[config.mk]
export PLATFORM = sky130hd
export DESIGN_NAME = seq_alu_flat
export DESIGN_NICKNAME = d
export VERILOG_FILES = /design/src/rtl/seq_alu_if.sv /design/src/rtl/seq_alu.sv /design/src/flat_wrapper.sv
export SDC_FILE = /design/constraint.sdc
export NUM_CORES = 1
export LEC_CHECK = 0
export ABC_AREA = 1
export BUFFER_PORTS_ARGS = -buffer_cell sky130_fd_sc_hd__buf_2
export CAP_MARGIN = 20
export CORE_MARGIN = 2
export CORE_UTILIZATION = 45
export CTS_CLUSTER_DIAMETER = 120
export CTS_CLUSTER_SIZE = 8
export DETAILED_ROUTE_END_ITERATION = 7
export PLACE_DENSITY = 0.66
export SLEW_MARGIN = 20
export SYNTH_ARGS = -nofsm -noshare
export SYNTH_HDL_FRONTEND = slang
export SYNTH_SLANG_ARGS = --single-unit
[constraint.sdc]
create_clock -name clk -period 2.22 [get_ports clk]
set_input_delay 0 -clock clk [delete_from_list [all_inputs] [get_ports clk]]
set_output_delay 0 -clock clk [all_outputs]
set_load 0.03 [all_outputs]
[src/rtl/seq_alu_if.sv]
// Operation request / register-file write-back bundle for seq_alu.
// The master issues operations; the slave (the ALU) returns the write-back strobe and result.
interface seq_alu_if #(
   parameter int W = 8,
   parameter int D = 4
);
   logic         start;
   logic [2:0]   op;
   logic [W-1:0] acc_in;
   logic [W-1:0] reg_in;
   logic [D-1:0] dest_in;
   logic         busy;
   logic         done;
   logic         write_enabled;
   logic [D-1:0] reg_write_number;
   logic [W-1:0] reg_write_data;
   logic         carry_out;

   modport master (
      output start, op, acc_in, reg_in, dest_in,
      input  busy, done, write_enabled, reg_write_number, reg_write_data, carry_out
   );

   modport slave (
      input  start, op, acc_in, reg_in, dest_in,
      output busy, done, write_enabled, reg_write_number, reg_write_data, carry_out
   );
endinterface

[src/rtl/seq_alu.sv]
// Multi-cycle ALU: single-cycle logic/arith ops, bit-serial shifts and a shift-add multiplier.
// Results are written back through a one-cycle DONE strobe and held until the next DONE.
module seq_alu #(
   parameter int W = 8,
   parameter int D = 4
) (
   input  logic       clk,
   input  logic       reset,
   seq_alu_if.slave   bus
);
   localparam int CW = ($clog2(W + 1) > 3) ? $clog2(W + 1) : 3;

   localparam logic [2:0] OP_ADD  = 3'b000;
   localparam logic [2:0] OP_SUB  = 3'b001;
   localparam logic [2:0] OP_AND  = 3'b010;
   localparam logic [2:0] OP_XOR  = 3'b011;
   localparam logic [2:0] OP_SHL  = 3'b100;
   localparam logic [2:0] OP_SHR  = 3'b101;
   localparam logic [2:0] OP_MUL  = 3'b110;
   localparam logic [2:0] OP_MULH = 3'b111;

   typedef enum logic [1:0] {IDLE, RUN, DONE} state_t;

   state_t         state_reg;
   logic [2:0]     op_reg;
   logic [D-1:0]   dest_reg;
   logic [W-1:0]   a_reg;
   logic [2*W-1:0] prod_reg;
   logic [CW-1:0]  cnt_reg;
   logic           busy_reg;
   logic           done_reg;
   logic           we_reg;
   logic [D-1:0]   wnum_reg;
   logic [W-1:0]   wdata_reg;
   logic           carry_reg;

   logic [W:0]     add_full;
   logic [W:0]     sub_full;
   logic           imm_op;
   logic [W-1:0]   imm_data;
   logic           imm_carry;
   logic [W-1:0]   shl_step;
   logic [W-1:0]   shr_step;
   logic [W:0]     mul_sum;
   logic [2*W-1:0] mul_next;

   // Single-cycle results, computed straight from the operand inputs on the start edge.
   always_comb begin
      add_full  = {1'b0, bus.acc_in} + {1'b0, bus.reg_in};
      sub_full  = {1'b0, bus.acc_in} - {1'b0, bus.reg_in};
      imm_op    = !bus.op[2] || (!bus.op[1] && bus.reg_in[2:0] == 3'd0);
      imm_data  = '0;
      imm_carry = 1'b0;
      case (bus.op)
         OP_ADD: begin
            imm_data  = add_full[W-1:0];
            imm_carry = add_full[W];
         end
         OP_SUB: begin
            imm_data  = sub_full[W-1:0];
            imm_carry = sub_full[W];
         end
         OP_AND:  imm_data = bus.acc_in & bus.reg_in;
         OP_XOR:  imm_data = bus.acc_in ^ bus.reg_in;
         OP_SHL,
         OP_SHR:  imm_data = bus.acc_in;
         default: imm_data = '0;
      endcase
   end

   // One iteration of the serial shifter and of the shift-add multiplier.
   always_comb begin
      shl_step = {a_reg[W-2:0], 1'b0};
      shr_step = {1'b0, a_reg[W-1:1]};
      mul_sum  = {1'b0, prod_reg[2*W-1:W]} + (prod_reg[0] ? {1'b0, a_reg} : {(W+1){1'b0}});
      mul_next = {mul_sum, prod_reg[W-1:1]};
   end

   always_ff @(posedge clk or posedge reset) begin
      if (reset) begin
         state_reg <= IDLE;
         op_reg    <= '0;
         dest_reg  <= '0;
         a_reg     <= '0;
         prod_reg  <= '0;
         cnt_reg   <= '0;
         busy_reg  <= 1'b0;
         done_reg  <= 1'b0;
         we_reg    <= 1'b0;
         wnum_reg  <= '0;
         wdata_reg <= '0;
         carry_reg <= 1'b0;
      end else begin
         unique case (state_reg)
            IDLE: begin
               if (bus.start) begin
                  op_reg   <= bus.op;
                  dest_reg <= bus.dest_in;
                  a_reg    <= bus.acc_in;
                  prod_reg <= {{W{1'b0}}, bus.reg_in};
                  busy_reg <= 1'b1;
                  if (imm_op) begin
                     state_reg <= DONE;
                     done_reg  <= 1'b1;
                     we_reg    <= 1'b1;
                     wnum_reg  <= bus.dest_in;
                     wdata_reg <= imm_data;
                     carry_reg <= imm_carry;
                  end else begin
                     state_reg <= RUN;
                     cnt_reg   <= bus.op[1] ? CW'(W) : CW'(bus.reg_in[2:0]);
                  end
               end
            end
            RUN: begin
               cnt_reg <= cnt_reg - CW'(1);
               case (op_reg)
                  OP_SHL:  a_reg    <= shl_step;
                  OP_SHR:  a_reg    <= shr_step;
                  default: prod_reg <= mul_next;
               endcase
               // Final iteration: publish the result directly so DONE carries it.
               if (cnt_reg == CW'(1)) begin
                  state_reg <= DONE;
                  done_reg  <= 1'b1;
                  we_reg    <= 1'b1;
                  wnum_reg  <= dest_reg;
                  case (op_reg)
                     OP_SHL: begin
                        wdata_reg <= shl_step;
                        carry_reg <= a_reg[W-1];
                     end
                     OP_SHR: begin
                        wdata_reg <= shr_step;
                        carry_reg <= a_reg[0];
                     end
                     OP_MUL: begin
                        wdata_reg <= mul_next[W-1:0];
                        carry_reg <= |mul_next[2*W-1:W];
                     end
                     default: begin
                        wdata_reg <= mul_next[2*W-1:W];
                        carry_reg <= 1'b0;
                     end
                  endcase
               end
            end
            DONE: begin
               state_reg <= IDLE;
               busy_reg  <= 1'b0;
               done_reg  <= 1'b0;
               we_reg    <= 1'b0;
            end
            default: begin
               state_reg <= IDLE;
               busy_reg  <= 1'b0;
               done_reg  <= 1'b0;
               we_reg    <= 1'b0;
            end
         endcase
      end
   end

   assign bus.busy             = busy_reg;
   assign bus.done             = done_reg;
   assign bus.write_enabled    = we_reg;
   assign bus.reg_write_number = wnum_reg;
   assign bus.reg_write_data   = wdata_reg;
   assign bus.carry_out        = carry_reg;
endmodule

[src/flat_wrapper.sv]
// flat-port wrapper written by rule: the top's interface ports become plain ports
module seq_alu_flat 
#(
   parameter int W = 8,
   parameter int D = 4
)
  (clk, reset, bus_start, bus_op, bus_acc_in, bus_reg_in, bus_dest_in, bus_busy, bus_done, bus_write_enabled, bus_reg_write_number, bus_reg_write_data, bus_carry_out);
  seq_alu_if #(.W(W), .D(D)) bus_i ();
  input  logic clk;
  input  logic reset;
  input wire logic [$bits(bus_i.start)-1:0] bus_start;
  input wire logic [$bits(bus_i.op)-1:0] bus_op;
  input wire logic [$bits(bus_i.acc_in)-1:0] bus_acc_in;
  input wire logic [$bits(bus_i.reg_in)-1:0] bus_reg_in;
  input wire logic [$bits(bus_i.dest_in)-1:0] bus_dest_in;
  output wire logic [$bits(bus_i.busy)-1:0] bus_busy;
  output wire logic [$bits(bus_i.done)-1:0] bus_done;
  output wire logic [$bits(bus_i.write_enabled)-1:0] bus_write_enabled;
  output wire logic [$bits(bus_i.reg_write_number)-1:0] bus_reg_write_number;
  output wire logic [$bits(bus_i.reg_write_data)-1:0] bus_reg_write_data;
  output wire logic [$bits(bus_i.carry_out)-1:0] bus_carry_out;
  assign bus_i.start = bus_start;
  assign bus_i.op = bus_op;
  assign bus_i.acc_in = bus_acc_in;
  assign bus_i.reg_in = bus_reg_in;
  assign bus_i.dest_in = bus_dest_in;
  assign bus_busy = bus_i.busy;
  assign bus_done = bus_i.done;
  assign bus_write_enabled = bus_i.write_enabled;
  assign bus_reg_write_number = bus_i.reg_write_number;
  assign bus_reg_write_data = bus_i.reg_write_data;
  assign bus_carry_out = bus_i.carry_out;
  seq_alu #(.W(W), .D(D)) u_core (.clk(clk), .reset(reset), .bus(bus_i));
endmodule
==> out/summary.txt <==
Leak - 2.388 nW
Crit Path Class - register to register
Drt pass-1 iters - 5
Final instance area - 0.004592 mm^2
Hold_sp - bus_reg_in[6]
Worst Setup SP - u_core.prod_reg[0]
Skew final - 0.01132 ns
CTS tree - built
Largest net degree at the start of global routing - 33
Status - complete, but fails checks
Routed vias/inst - 5.483
Failing checks - negative hold slack
Relative slew slack - 0.5974
CP max FO - 6
Total Routing Usage GR - 0.2401
Avg WL per Cell - 15.50 um
Crit-path leading delay family - simple AND/OR/NAND/NOR gates
Sequential share of the synthesized area - 0.3207
Max H-tree Level - 2
Post-placement cell count - 728
Number of global-route vias before repair - 3835
Diode count - 0
Congestion Overflow GR - 0
Met1 usage - 0.3308
Die height - 98.96 um
Hold Fails Final Rpt - 2
Mapped Nets - 645
F_max - 484.5 MHz
DRT iter0 DRCs - 312
Via count - 4074
Cell Count, Final, Fillers Out - 743
PortBufs - 41
Slew @ Worst Pin - 0.6017 ns
Cell variety after synth - 38
Hold Slack - -0.002830 ns
Most used routing layer - met2
Max clock buf depth - 2
Crit path largest cell delay - 0.45 ns
Routed WL - 11520 um
Slew Limit Fails - 0
GR Util met2 - 0.4054
Critical Path Most Common Cell - nand2_1
CTS root buffer - clkbuf_8
Final critical-path required period - 2.064 ns
Setup TNS - 0 ns
Crit end category - register
Nets - 690
Ys Warns - 0
Width of the die - 98.96 um
Worst path bufs/invs - 3
Global-route wire length before repair - 19030 um
Initial Utilization - 0.4653
CTS Buf Count - 5
Most common cell after layout, fill and taps aside - nand2_1
Worst path slowest cell - dfrtp_2
Finish-stage setup viols - 0
Max reg flops - 16
Placed wire-length estimate - 9169 um
Final Cycle Share - 0.9297
Post-DP Area - 0.004365 mm^2
Share of layout cells above drive strength 1 - 0.1465
Cells after synthesis - 590
Initial antenna violation count - 0
Arrival time at the worst endpoint - 2.31 ns
Core area - 0.008721 mm^2
Clk_lat worst skew - 0.31 ns
Syn_area_per_cell - 6.877 um^2
Max-cap violation count - 0
CP Cell Sequence - buf_4 -> nand2_1 -> inv_2 -> ha_1 -> nand2_1 -> nor2_1 -> nand2_1 -> nand3_1 -> nand2_1 -> nand2_2 -> inv_1 -> o211ai_1 -> a21oi_1 -> nor2_1
Pwr/cell area - 1345 mW/mm^2
Die area - 0.009792 mm^2
Startpoint Class - register
Clock transition at path regs - 0.10 ns
CTS sink count - 52
Area Growth Syn to Fin - 13.17%
Post-synthesis cell area - 0.004058 mm^2
Io pins - 42
Number of antenna-violating nets in the routed design - 0
GR met3 Demand/Resource - 0.01773
FP Rows - 34
Worst min-delay path class - input pin to register
Residual DRC - 0
Routability Congestion - 0.9400
Final core utilization - 0.5265
Most frequent cells in the layout - nand2_1 (141), inv_1 (92), o21ai_0 (53)
Crit Reg-Reg Startpoint - u_core.prod_reg[0]
Unrepaired setup endpoints after global routing - false
Peak supply drop - 0.7357 mV
Yosys reg bits - 52
Worst EP required - 2.46 ns
[metal layers]
layer / part of all wire / up-vias
met5: 0 / -
li1: - / 2025
met3: 0.047 / 22
met2: 0.48 / 130
met1: 0.45 / 1897
met4: 0.022 / 0
[cells by family (layout without fill, tap and decap cells)]
family | count (synthesis) | in the layout | synth area share
and+or+nand+nor | 246 | 246 | 0.2553
AOI/OAI and AO/OA | 139 | 139 | 0.1958
buffers and inverters | 116 | 161 | 0.1135
DFF | 52 | 52 | 0.3207
adders and majority gates | 29 | 29 | 0.09497
xor gates and xnor gates | 4 | 4 | 0.008636
muxes | 4 | 4 | 0.01110
[cells in the mapped netlist, drive strengths merged]
cell / number / area, um^2
o21ai: 56 / 280.3
ha: 26 / 325.3
inv: 96 / 360.3
a21oi: 39 / 198.9
buf: 11 / 66.31
xor2: 3 / 26.28
nand2: 146 / 560.5
or2: 2 / 12.51
nor3: 4 / 20.02
nand4: 8 / 50.05
o22ai: 11 / 68.82
xnor2: 1 / 8.760
nand3: 36 / 190.2
a221oi: 2 / 17.52
o31a: 1 / 8.760
fa: 3 / 60.06
a21boi: 1 / 7.510
clkbuf: 9 / 33.78
o21a: 1 / 7.510
a31oi: 9 / 56.30
mux2: 4 / 45.04
o21bai: 2 / 15.01
nor2: 49 / 196.4
o211ai: 10 / 75.07
o221ai: 5 / 43.79
a22oi: 2 / 15.01
dfrtp: 52 / 1301
and2: 1 / 6.260
[stage by stage]
step / worst slack, ns / total power [W]
6_report: 0.1561 / 0.006175
5_1_grt: 0.001120 / 0.006708
4_1_cts: 0.01426 / 0.005957
3_5_place_dp: 0.01714 / 0.005381
3_3_place_gp: 0.05903 / 0.005343
2_1_floorplan: 0.1243 / 0.004416
[report_power, final]
| part | internal [W] | switching [W] | leakage [nW] | total, W |
|---|---|---|---|---|
| combinational | 0.00132 | 0.00255 | 1.71 | 0.00388 |
| clock | 0.000249 | 0.000315 | 0.0473 | 0.000564 |
| sequential | 0.00142 | 0.000316 | 0.635 | 0.00173 |
| total | 0.00299 | 0.00318 | 2.39 | 0.00617 |
[layout make-up]
class                      count  area (um^2)
tap                          108        135.1
clock inverter                 1        8.758
timing repair buffer          58        345.3
inverter                      96        360.3
clock buffer                   6        82.58
multi-input combinational    422         2357
sequential                    52         1303
fill                         873         4129
[timing repair]
| action | 4_1_cts | 5_1_grt |
|---|---|---|
| gates resized for setup | 0 | 17 |
| hold buffers | 5 | 0 |
| hold endpoints to repair | 23 | 0 |
| setup endpoints to repair | 0 | 6 |
| setup buffers | 0 | 3 |
[final timing paths]
path	to	slack, ns	cells after the start
worst max-delay path	u_core.bus.reg_write_data[4]	0.16	14
worst min-delay path	u_core.prod_reg[6]	-0.003	3
max in group asynchronous	u_core.op_reg[0]	1.40	4
worst max register to register	u_core.bus.reg_write_data[4]	0.16	14
min in group asynchronous	u_core.prod_reg[12]	0.20	3
worst min register to register	u_core.bus.busy	0.51	2
[worst register-to-register path: cells and delay by family, from the launching register on]
kind                       cells  cell delay, ns
buffers and inverters          3            0.28
AOI/OAI and AO/OA              2            0.31
and+or+nand+nor                8            0.66
DFF                            1            0.45
adders and majority gates      1            0.31
Note: power is estimated with default switching activity, not from simulation.
